$ cat config.mk
export PLATFORM = sky130hd
export DESIGN_NAME = seg7_scan_driver
export DESIGN_NICKNAME = d
export VERILOG_FILES = /design/src/rtl/seg7_pkg.sv /design/src/rtl/seg7_encoder.sv /design/src/rtl/seg7_scan_driver.sv
export SDC_FILE = /design/constraint.sdc
export NUM_CORES = 1
export LEC_CHECK = 0
export BUFFER_PORTS_ARGS = -buffer_cell sky130_fd_sc_hd__buf_2
export CAP_MARGIN = 20
export CORE_ASPECT_RATIO = 1.1
export CORE_MARGIN = 2
export CORE_UTILIZATION = 63
export DETAILED_ROUTE_END_ITERATION = 8
export HOLD_SLACK_MARGIN = 0.1
export PLACE_DENSITY = 0.86
export SLEW_MARGIN = 40
export SYNTH_ARGS = -nofsm -noshare
export SYNTH_HDL_FRONTEND = slang
export SYNTH_HIERARCHICAL = 1
export SYNTH_SLANG_ARGS = --single-unit
$ cat constraint.sdc
create_clock -name clk -period 9.7 [get_ports clk]
set_clock_uncertainty 0.2 [all_clocks]
set_input_delay 1.94 -clock clk [delete_from_list [all_inputs] [get_ports clk]]
set_output_delay 1.94 -clock clk [all_outputs]
set_load 0.03 [all_outputs]
$ cat src/rtl/seg7_pkg.sv
// Shared segment patterns and nibble encoder for the 7-segment scan driver.
// Patterns are active-high, bit order {g,f,e,d,c,b,a}.
package seg7_pkg;

  localparam logic [6:0] SEG_0   = 7'b0111111;
  localparam logic [6:0] SEG_1   = 7'b0000110;
  localparam logic [6:0] SEG_2   = 7'b1011011;
  localparam logic [6:0] SEG_3   = 7'b1001111;
  localparam logic [6:0] SEG_4   = 7'b1100110;
  localparam logic [6:0] SEG_5   = 7'b1101101;
  localparam logic [6:0] SEG_6   = 7'b1111101;
  localparam logic [6:0] SEG_7   = 7'b0000111;
  localparam logic [6:0] SEG_8   = 7'b1111111;
  localparam logic [6:0] SEG_9   = 7'b1101111;
  localparam logic [6:0] SEG_A   = 7'b1110111;
  localparam logic [6:0] SEG_B   = 7'b1111100;
  localparam logic [6:0] SEG_C   = 7'b0111001;
  localparam logic [6:0] SEG_D   = 7'b1011110;
  localparam logic [6:0] SEG_E   = 7'b1111001;
  localparam logic [6:0] SEG_F   = 7'b1110001;
  localparam logic [6:0] SEG_OFF = 7'b0000000;

  // Letters only appear in hex mode; otherwise 10..15 are dark.
  function automatic logic [6:0] seg7_encode(
    input logic [3:0] nibble,
    input logic       hex_mode
  );
    logic [6:0] p;
    unique case (nibble)
      4'h0: p = SEG_0;
      4'h1: p = SEG_1;
      4'h2: p = SEG_2;
      4'h3: p = SEG_3;
      4'h4: p = SEG_4;
      4'h5: p = SEG_5;
      4'h6: p = SEG_6;
      4'h7: p = SEG_7;
      4'h8: p = SEG_8;
      4'h9: p = SEG_9;
      4'hA: p = hex_mode ? SEG_A : SEG_OFF;
      4'hB: p = hex_mode ? SEG_B : SEG_OFF;
      4'hC: p = hex_mode ? SEG_C : SEG_OFF;
      4'hD: p = hex_mode ? SEG_D : SEG_OFF;
      4'hE: p = hex_mode ? SEG_E : SEG_OFF;
      4'hF: p = hex_mode ? SEG_F : SEG_OFF;
    endcase
    return p;
  endfunction

endpackage

$ cat src/rtl/seg7_encoder.sv
// Combinational nibble -> active-high segment pattern.
// Ports: nibble (4b value), hex_mode (show A..F), seg (gfedcba, active-high).
module seg7_encoder
  import seg7_pkg::*;
(
  input  logic [3:0] nibble,
  input  logic       hex_mode,
  output logic [6:0] seg
);

  assign seg = seg7_encode(nibble, hex_mode);

endmodule

$ cat src/rtl/seg7_scan_driver.sv
// Multiplexed N-digit 7-segment driver: double-buffered, lz-blanking, blink, dp.
// Ports: clk, rst (async high), en, load, data/dp/blink_mask, hex_mode,
//        blank_lz in; seg, dp_n, an (registered), frame_tick, busy out.
module seg7_scan_driver
  import seg7_pkg::*;
#(
  parameter int DIGITS       = 4,
  parameter int SCAN_DIV     = 50000,
  parameter int BLINK_FRAMES = 64,
  parameter bit ACTIVE_LOW   = 1'b1
) (
  input  logic                  clk,
  input  logic                  rst,
  input  logic                  en,
  input  logic                  load,
  input  logic [4*DIGITS-1:0]   data,
  input  logic [DIGITS-1:0]     dp,
  input  logic [DIGITS-1:0]     blink_mask,
  input  logic                  hex_mode,
  input  logic                  blank_lz,
  output logic [6:0]            seg,
  output logic                  dp_n,
  output logic [DIGITS-1:0]     an,
  output logic                  frame_tick,
  output logic                  busy
);

  localparam int PW = (SCAN_DIV > 1) ? $clog2(SCAN_DIV) : 1;
  localparam int IW = (DIGITS > 1) ? $clog2(DIGITS) : 1;
  localparam int FW = (BLINK_FRAMES > 1) ? $clog2(BLINK_FRAMES) : 1;

  localparam logic [PW-1:0] PRESC_LAST = PW'(SCAN_DIV - 1);
  localparam logic [IW-1:0] IDX_LAST   = IW'(DIGITS - 1);
  localparam logic [FW-1:0] FRAME_LAST = FW'(BLINK_FRAMES - 1);

  localparam logic [6:0]        SEG_DARK = {7{ACTIVE_LOW}};
  localparam logic [DIGITS-1:0] AN_DARK  = {DIGITS{ACTIVE_LOW}};

  logic [PW-1:0]       presc, presc_nx;
  logic [IW-1:0]       idx, idx_nx;
  logic [FW-1:0]       frame_cnt, frame_nx;
  logic                hidden, hidden_nx;
  logic                step, wrap, xfer;

  logic [4*DIGITS-1:0] sh_data, disp_data, disp_data_nx;
  logic [DIGITS-1:0]   sh_dp, disp_dp, disp_dp_nx;
  logic [DIGITS-1:0]   sh_mask, disp_mask, disp_mask_nx;
  logic                pending;

  logic [3:0]          nib;
  logic                sel_dp, sel_mask, sel_lz, zeros, hide;
  logic [DIGITS-1:0]   an_on;
  logic [6:0]          enc_seg, seg_lit;
  logic                dp_lit;

  assign step = en && (presc == PRESC_LAST);
  assign wrap = step && (idx == IDX_LAST);
  assign xfer = wrap && pending;
  assign busy = pending;

  always_comb begin
    presc_nx = presc;
    if (step)
      presc_nx = '0;
    else if (en)
      presc_nx = presc + 1'b1;

    idx_nx = idx;
    if (wrap)
      idx_nx = '0;
    else if (step)
      idx_nx = idx + 1'b1;

    frame_nx  = frame_cnt;
    hidden_nx = hidden;
    if (wrap) begin
      if (frame_cnt == FRAME_LAST) begin
        frame_nx  = '0;
        hidden_nx = ~hidden;
      end else begin
        frame_nx = frame_cnt + 1'b1;
      end
    end
  end

  // Display regs only move at a frame boundary, so a frame never tears.
  assign disp_data_nx = xfer ? sh_data : disp_data;
  assign disp_dp_nx   = xfer ? sh_dp   : disp_dp;
  assign disp_mask_nx = xfer ? sh_mask : disp_mask;

  // Outputs are built from post-edge state so they move with the index.
  // Walking from the top digit down tracks "all higher nibbles are zero".
  always_comb begin
    nib      = '0;
    sel_dp   = 1'b0;
    sel_mask = 1'b0;
    sel_lz   = 1'b0;
    an_on    = '0;
    zeros    = 1'b1;
    for (int i = DIGITS - 1; i >= 0; i--) begin
      zeros = zeros && (disp_data_nx[4*i +: 4] == 4'h0);
      if (idx_nx == IW'(i)) begin
        nib      = disp_data_nx[4*i +: 4];
        sel_dp   = disp_dp_nx[i];
        sel_mask = disp_mask_nx[i];
        sel_lz   = blank_lz && zeros && (i > 0);
        an_on[i] = 1'b1;
      end
    end
  end

  seg7_encoder u_enc (
    .nibble   (nib),
    .hex_mode (hex_mode),
    .seg      (enc_seg)
  );

  assign hide    = sel_lz || (hidden_nx && sel_mask);
  assign seg_lit = hide ? SEG_OFF : enc_seg;
  assign dp_lit  = sel_dp && !hide;

  always_ff @(posedge clk or posedge rst) begin
    if (rst) begin
      presc     <= '0;
      idx       <= '0;
      frame_cnt <= '0;
      hidden    <= 1'b0;
      sh_data   <= '0;
      sh_dp     <= '0;
      sh_mask   <= '0;
      pending   <= 1'b0;
      disp_data <= '0;
      disp_dp   <= '0;
      disp_mask <= '0;
    end else begin
      presc     <= presc_nx;
      idx       <= idx_nx;
      frame_cnt <= frame_nx;
      hidden    <= hidden_nx;
      disp_data <= disp_data_nx;
      disp_dp   <= disp_dp_nx;
      disp_mask <= disp_mask_nx;
      // A load on the boundary edge wins: it stays pending for next frame.
      if (load) begin
        sh_data <= data;
        sh_dp   <= dp;
        sh_mask <= blink_mask;
        pending <= 1'b1;
      end else if (wrap) begin
        pending <= 1'b0;
      end
    end
  end

  always_ff @(posedge clk or posedge rst) begin
    if (rst) begin
      seg        <= SEG_DARK;
      an         <= AN_DARK;
      dp_n       <= ACTIVE_LOW;
      frame_tick <= 1'b0;
    end else begin
      frame_tick <= wrap;
      if (en) begin
        seg  <= seg_lit ^ SEG_DARK;
        an   <= an_on ^ AN_DARK;
        dp_n <= dp_lit ^ ACTIVE_LOW;
      end else begin
        seg  <= SEG_DARK;
        an   <= AN_DARK;
        dp_n <= ACTIVE_LOW;
      end
    end
  end

endmodule

==> flow_summary.yaml, run 1 <==
drt:
  wirelength_mm: 7.89
  avgRoutedWirePerCell_um: 16.5
  dr.pass1.iters: 4
  drtIter0Drc: 213
  num_vias: 2819
  post-route-drc-count: 0
  via_per_inst: 5.91
  postRouteAntennaNets: 0
floorplan:
  die-area_um2: 7140
  die_w_um: 80.8
  core-area_um2: 6230
  initial_core_util_pct: 65.5
  rows: 30
  io_pins: 44
  fp.dieH_um: 88.4
global_routing:
  gr-total-overflow: 0
  grt_first_pass_wirelength_mm: 13.0
  antenna_found_initial: 0
  grtUsageTotal_pct: 24.4
  grt_pass1_vias: 2750
  grt_max_degree: 60
cts:
  clock_latency_ps: 360
  clk_pin_slew_ps: 80
  cts_buffers: 9
  htreeDepth: 3
  cts_hold_buf: 0
  cts-resized-gates: 0
  root_buffer: "clkbuf_8"
  cts_setup_buffers: 0
  cts_tree: "done"
  cts.sinks: 87
  cts.path.max_buffers: 2
setup_path:
  r2r_slack_ps: 5570
  rr_startpoint: "presc[13]$_DFFE_PP0P_"
  cp.arrival_ps: 5400
  reg2reg_to: "seg[0]$_DFF_PP1_"
  crit_end: "seg[0]$_DFF_PP1_"
  path_class: "in2reg"
  reg2reg_depth: 11
  cp-start-kind: "input pin"
  crit_fanout: 23
  end_kind: "flop"
  required_ps: 9790
  crit_path_start: "en"
synthesis:
  synth-async-reset-ratio_pct: 100
  synth_area_leaders: "dfrtp_1 (46%), mux2_2 (12%), dfstp_2 (7.7%)"
  ys.flop_type: "dfrtp_1"
  syn_area_um2: 4080
  synth_seq_area_share_pct: 53.7
  synth_top_area_cell: "dfrtp_1"
  synthCells: 348
  synth_edf_count: 0
  synth_nets: 381
  synth.top_cell.area_share_pct: 46.0
  ys_ff_latch: 87
  avgSynthCellArea_um2: 11.7
  ys_types: 55
  synth_warnings: 6
sta:
  finalSetupTns_ps: 0
  maxSlewHeadroom_pct: 45.7
  min_period_ps: 5310
  worst_slew_pin_slew_ps: 791
  fmax_mhz: 188
  final_max_slew_viol_count: 0
  rsz0062_at_grt: "false"
  setup_viol: 0
  hold_violations: 0
  hold-worst-slack_ps: 276
  min_period_over_period_pct: 54.7
placed_design:
  port-buffer-count: 43
  gp_congestion: 0.809
  dp_hpwl_mm: 5.61
layout:
  antenna_cells: 0
  layout.nets: 425
  syn_to_final_growth_pct: 11.4
  drive_gt1_share_pct: 33.8
  finish.utilization_pct: 73.0
worst_hold_path:
  min_path_cells: 1
  min_path_type: "reg2reg"
power_and_ir_drop:
  leakagePower_uw: 0.00219
  total_power_uw: 722
  vdd_drop_max_v: 0.000113
  p_per_area_nw_per_um2: 159
run_status:
  status: "complete, no violations"
run:
  maxCapViolCount: 0
per-stage QoR:
stage	std cells	cell area (um2)	setup WS, ps
CTS	476	4530	3950
global placement	460	4330	3850
global route	477	4550	4190
finish	477	4550	4390
detailed placement	460	4330	3640
floorplan	348	4080	4690
sequential cells by signal, indices dropped and copies added, names as in the netlist:
name	count
an	4
busy	1
disp_data	16
disp_dp	4
disp_mask	4
dp_n	1
frame_cnt	6
frame_tick	1
hidden	1
idx	2
presc	16
seg	7
sh_data	16
sh_dp	4
sh_mask	4
cell type report:
cell class / count / area (um2)
tap: 80 / 100
inverter: 13 / 50.0
sequential: 87 / 2190
clock inverter: 5 / 57.6
clock buffer: 11 / 141
timing repair buffer: 47 / 245
fill: 444 / 1680
multi-input combinational: 234 / 1760
Yosys cell counts, types with 4 or more instances:
master / number
nand3_1: 14
mux2_2: 43
xor2_1: 9
nor2_1: 18
xnor2_1: 8
nand2_1: 36
mux2i_1: 14
nor2b_1: 4
clkbuf_1: 4
o21ai_0: 11
nand4_1: 7
inv_1: 12
nor4_1: 5
a21oi_1: 10
and3_1: 6
dfstp_2: 12
dfrtp_1: 75
how the worst min path moves through the flow:
stage | start | to | slack, ps
3_5_place_dp | sh_mask[2]$_DFFE_PP0P_ | disp_mask[2]$_DFF_PP0_ | 270
2_1_floorplan | hidden$_DFF_PP0_ | hidden$_DFF_PP0_ | 240
3_3_place_gp | sh_mask[2]$_DFFE_PP0P_ | disp_mask[2]$_DFF_PP0_ | 260
4_1_cts | frame_cnt[4]$_DFFE_PP0N_ | frame_cnt[4]$_DFFE_PP0N_ | 280
5_1_grt | frame_cnt[4]$_DFFE_PP0N_ | frame_cnt[4]$_DFFE_PP0N_ | 300
6_report | frame_cnt[4]$_DFFE_PP0N_ | frame_cnt[4]$_DFFE_PP0N_ | 280
worst max-delay path: stages:
cell and delay (ps):
buf_2 180, nand4_1 350, nor4_4 540, buf_4 260, nand2_2 320, mux2_2 350
mux2i_1 70, mux2i_1 610, or2_2 220, a21oi_1 70, or3_1 410, nand3_1 70
kinds of logic after synthesis:
group	Yosys count	synth area share, %
simple gates	113	15.0
flops	87	53.7
fa+ha+maj	3	0.919
buf+inv	27	3.37
compound gates	43	7.57
xor+xnor	17	3.65
mux	58	15.8
layout by cell type, fill, tap and decap left out, types with 3 or more instances in the layout:
cell type / instances
a21oi_1: 10
and2_1: 3
and3_1: 6
buf_2: 43
buf_4: 4
clkbuf_8: 10
clkinvlp_4: 3
dfrtp_1: 75
dfstp_2: 12
ha_1: 3
inv_1: 11
mux2_2: 43
mux2i_1: 12
nand2_1: 36
nand2b_1: 3
nand3_1: 14
nand4_1: 7
nor2_1: 18
nor2b_1: 4
nor4_1: 5
o211ai_1: 3
o21ai_0: 11
or3_1: 3
xnor2_1: 8
xor2_1: 9
where the power goes:
part | internal, uW | switching (uW) | leakage, uW
sequential | 387 | 20.5 | 0.00109
combinational | 28.6 | 32.6 | 0.00101
clock | 126 | 127 | 0.0000916
total | 541 | 180 | 0.00219
per-layer routing:
layer / global-route usage [%] / vias up / wire length [um]
li1: - / 1316 / -
met2: 42.7 / 103 / 4090
met1: 29.8 / 1382 / 3290
met3: 3.78 / 18 / 335
met5: 0 / - / 0
met4: 11.1 / 0 / 173
No activity file was read; power rests on OpenSTA's default activity.
==> inputs of run 2 (changes only) <==
--- a/config.mk
+++ b/config.mk
@@ -9,10 +9,10 @@
 export CAP_MARGIN = 20
 export CORE_ASPECT_RATIO = 1.1
 export CORE_MARGIN = 2
-export CORE_UTILIZATION = 63
+export CORE_UTILIZATION = 53
 export DETAILED_ROUTE_END_ITERATION = 8
 export HOLD_SLACK_MARGIN = 0.1
-export PLACE_DENSITY = 0.86
+export PLACE_DENSITY = 0.77
 export SLEW_MARGIN = 40
 export SYNTH_ARGS = -nofsm -noshare
 export SYNTH_HDL_FRONTEND = slang
==> constraint.sdc (replaced) <==
create_clock -name clk -period 4.66 [get_ports clk]
set_clock_uncertainty 0.2 [all_clocks]
set_input_delay 0.932 -clock clk [delete_from_list [all_inputs] [get_ports clk]]
set_output_delay 0.932 -clock clk [all_outputs]
set_load 0.03 [all_outputs]
==> run 2 against run 1 <==
  * Wire length decreased by 1.8%
  * Highest routed layer unchanged
  * First-iteration DRC count decreased by 52%
  * Combinational power increased by 100%
  * Clock power increased by 92%
  * Global-route usage decreased by 3.6 points
  * Via count decreased by 2.5%
  * Largest cell class unchanged
  * Setup slack got worse by 3600 ps
==> flow_summary.yaml, run 2 (synthesized netlist as in run 1, its figures left out) <==
global_routing:
  grt_pass1_vias: 2806
  gr-total-overflow: 0
  antenna_found_initial: 0
  grt_max_degree: 54
  grt_first_pass_wirelength_mm: 13.3
  grtUsageTotal_pct: 20.7
power_and_ir_drop:
  pwr-share-clk_pct: 33.3
  pwr-share-seq_pct: 58.1
  p_switching_uw: 364
  internal-power_uw: 1090
  p_per_area_nw_per_um2: 318
  leakagePower_uw: 0.00222
  p_comb_share_pct: 8.5
  p_sw_share_pct: 25.0
  vdd_drop_max_v: 0.000184
setup_path:
  crit_chain: "buf_2 > nand4_1 > nor4_4 > mux2i_1 > mux2i_1 > or2_2 > a21oi_1 > or3_1 > nand3_1"
  reg2reg_depth: 8
  r2r_slack_ps: 960
  cp_top_family: "simple AND/OR/NAND/NOR gates"
  path_class: "in2reg"
  rr_startpoint: "presc[7]$_DFFE_PP0P_"
  cp.arrival_ps: 3960
  reg2reg_to: "seg[0]$_DFF_PP1_"
  worst_path_most_repeated_cell: "mux2i_1"
  slowest_delay_ps: 720
  cp-start-kind: "input pin"
  crit_fanout: 12
  required_ps: 4750
  end_kind: "flop"
  crit_buf_inv: 1
  crit_slowest_cell: "mux2i_1"
cts:
  cts_setup_buffers: 0
  cts_hold_buf: 0
  htreeDepth: 3
  cts_tree: "done"
  clock_latency_ps: 360
  cts.path.max_buffers: 2
  cts.sinks: 87
  cts_buffers: 9
  root_buffer: "clkbuf_8"
  cts-resized-gates: 0
  clk_pin_slew_ps: 80
drt:
  dr.pass1.iters: 6
  post-route-drc-count: 0
  postRouteAntennaNets: 0
  wirelength_mm: 7.75
  num_vias: 2749
  drtIter0Drc: 103
  via_per_inst: 5.44
  avgRoutedWirePerCell_um: 15.3
layout:
  layout.nets: 428
  finish.utilization_pct: 61.2
  final_cell_area_um2: 4570
  drive_gt1_share_pct: 33.3
  layout_commonest_cell: "dfrtp_1"
  final_cell_mix: "dfrtp_1 (75), mux2_2 (43), buf_2 (43)"
  regArea_um2: 2190
  antenna_cells: 0
  reg_top3: "disp_data: 16 flops, presc: 16 flops, sh_data: 16 flops"
  syn_to_final_growth_pct: 12.0
  multi_input_area_um2: 1750
  final_cells: 505
  fillCellCount: 607
sta:
  min_period_over_period_pct: 82.9
  rsz0062_at_grt: "false"
  final_max_slew_viol_count: 0
  min_period_ps: 3860
  finalSetupTns_ps: 0
  maxSlewHeadroom_pct: 45.1
  fmax_mhz: 259
  hold_violations: 0
  setup_viol: 0
  worst_slew_pin_slew_ps: 800
floorplan:
  initial_core_util_pct: 54.6
  io_pins: 44
  core-area_um2: 7470
  fp.dieH_um: 96.1
  rows: 33
  die_w_um: 87.7
  die-area_um2: 8420
worst_hold_path:
  min_path_type: "reg2reg"
  min_path_cells: 1
  hold_end: "hidden$_DFF_PP0_"
  min_from: "hidden$_DFF_PP0_"
run_status:
  status: "complete, no violations"
placed_design:
  port-buffer-count: 43
  dp_hpwl_mm: 5.53
  gp_congestion: 0.874
  dp.cells: 489
  placed_area_um2: 4400
run:
  maxCapViolCount: 0
[run 2: cell types whose count changed in the layout (fill, tap and decap cells not counted)]
| cell | change |
|---|---|
| clkinvlp_4 | -3 |
| buf_4 | +3 |
| bufinv_16 | -1 |
| clkinv_4 | +1 |
| mux2i_2 | -2 |
| clkbuf_8 | +1 |
| mux2i_1 | +2 |
| clkbuf_1 | +2 |
| clkinv_2 | -1 |
| inv_6 | +1 |
[run 2: power groups by stage]
stage	Combinational, uW	Clock [uW]	Sequential (uW)
after CTS	126	493	845
after detailed placement	126	0	859
final	124	485	845
after global routing	139	527	852
after floorplan	88.8	0	853
after global placement	122	0	860
[run 2: final cells by class]
| type | count | share of cell area, % |
|---|---|---|
| multi-input combinational | 234 | 38.3 |
| timing repair buffer | 50 | 5.85 |
| clock inverter | 2 | 0.301 |
| inverter | 13 | 1.18 |
| sequential | 87 | 47.9 |
| tap | 105 | 2.87 |
| clock buffer | 14 | 3.56 |
[run 2: worst max path at each step]
stage	start	end	slack, ps	depth (start not counted)
after global routing	en	seg[5]$_DFF_PP1_	560	9
final	en	seg[0]$_DFF_PP1_	800	9
after detailed placement	en	seg[0]$_DFF_PP1_	480	11
after floorplan	en	seg[3]$_DFF_PP1_	660	12
after CTS	en	seg[0]$_DFF_PP1_	840	11
after global placement	en	seg[0]$_DFF_PP1_	570	9
[run 2: stage by stage]
stage | power, uW | hold slack, ps | worst slack, ps
after detailed placement | 985 | 258 | 482
after CTS | 1460 | 273 | 838
after global routing | 1520 | 290 | 562
final | 1450 | 270 | 796
after floorplan | 942 | 236 | 660
after global placement | 982 | 254 | 573
[run 2: per-layer routing]
metal	part of all wire [%]	vias up	track usage [%]
li1	-	1324	-
met1	43	1359	25.3
met2	52	52	35.4
met3	3.1	14	4.55
met4	2.2	0	8.59
met5	0	-	0
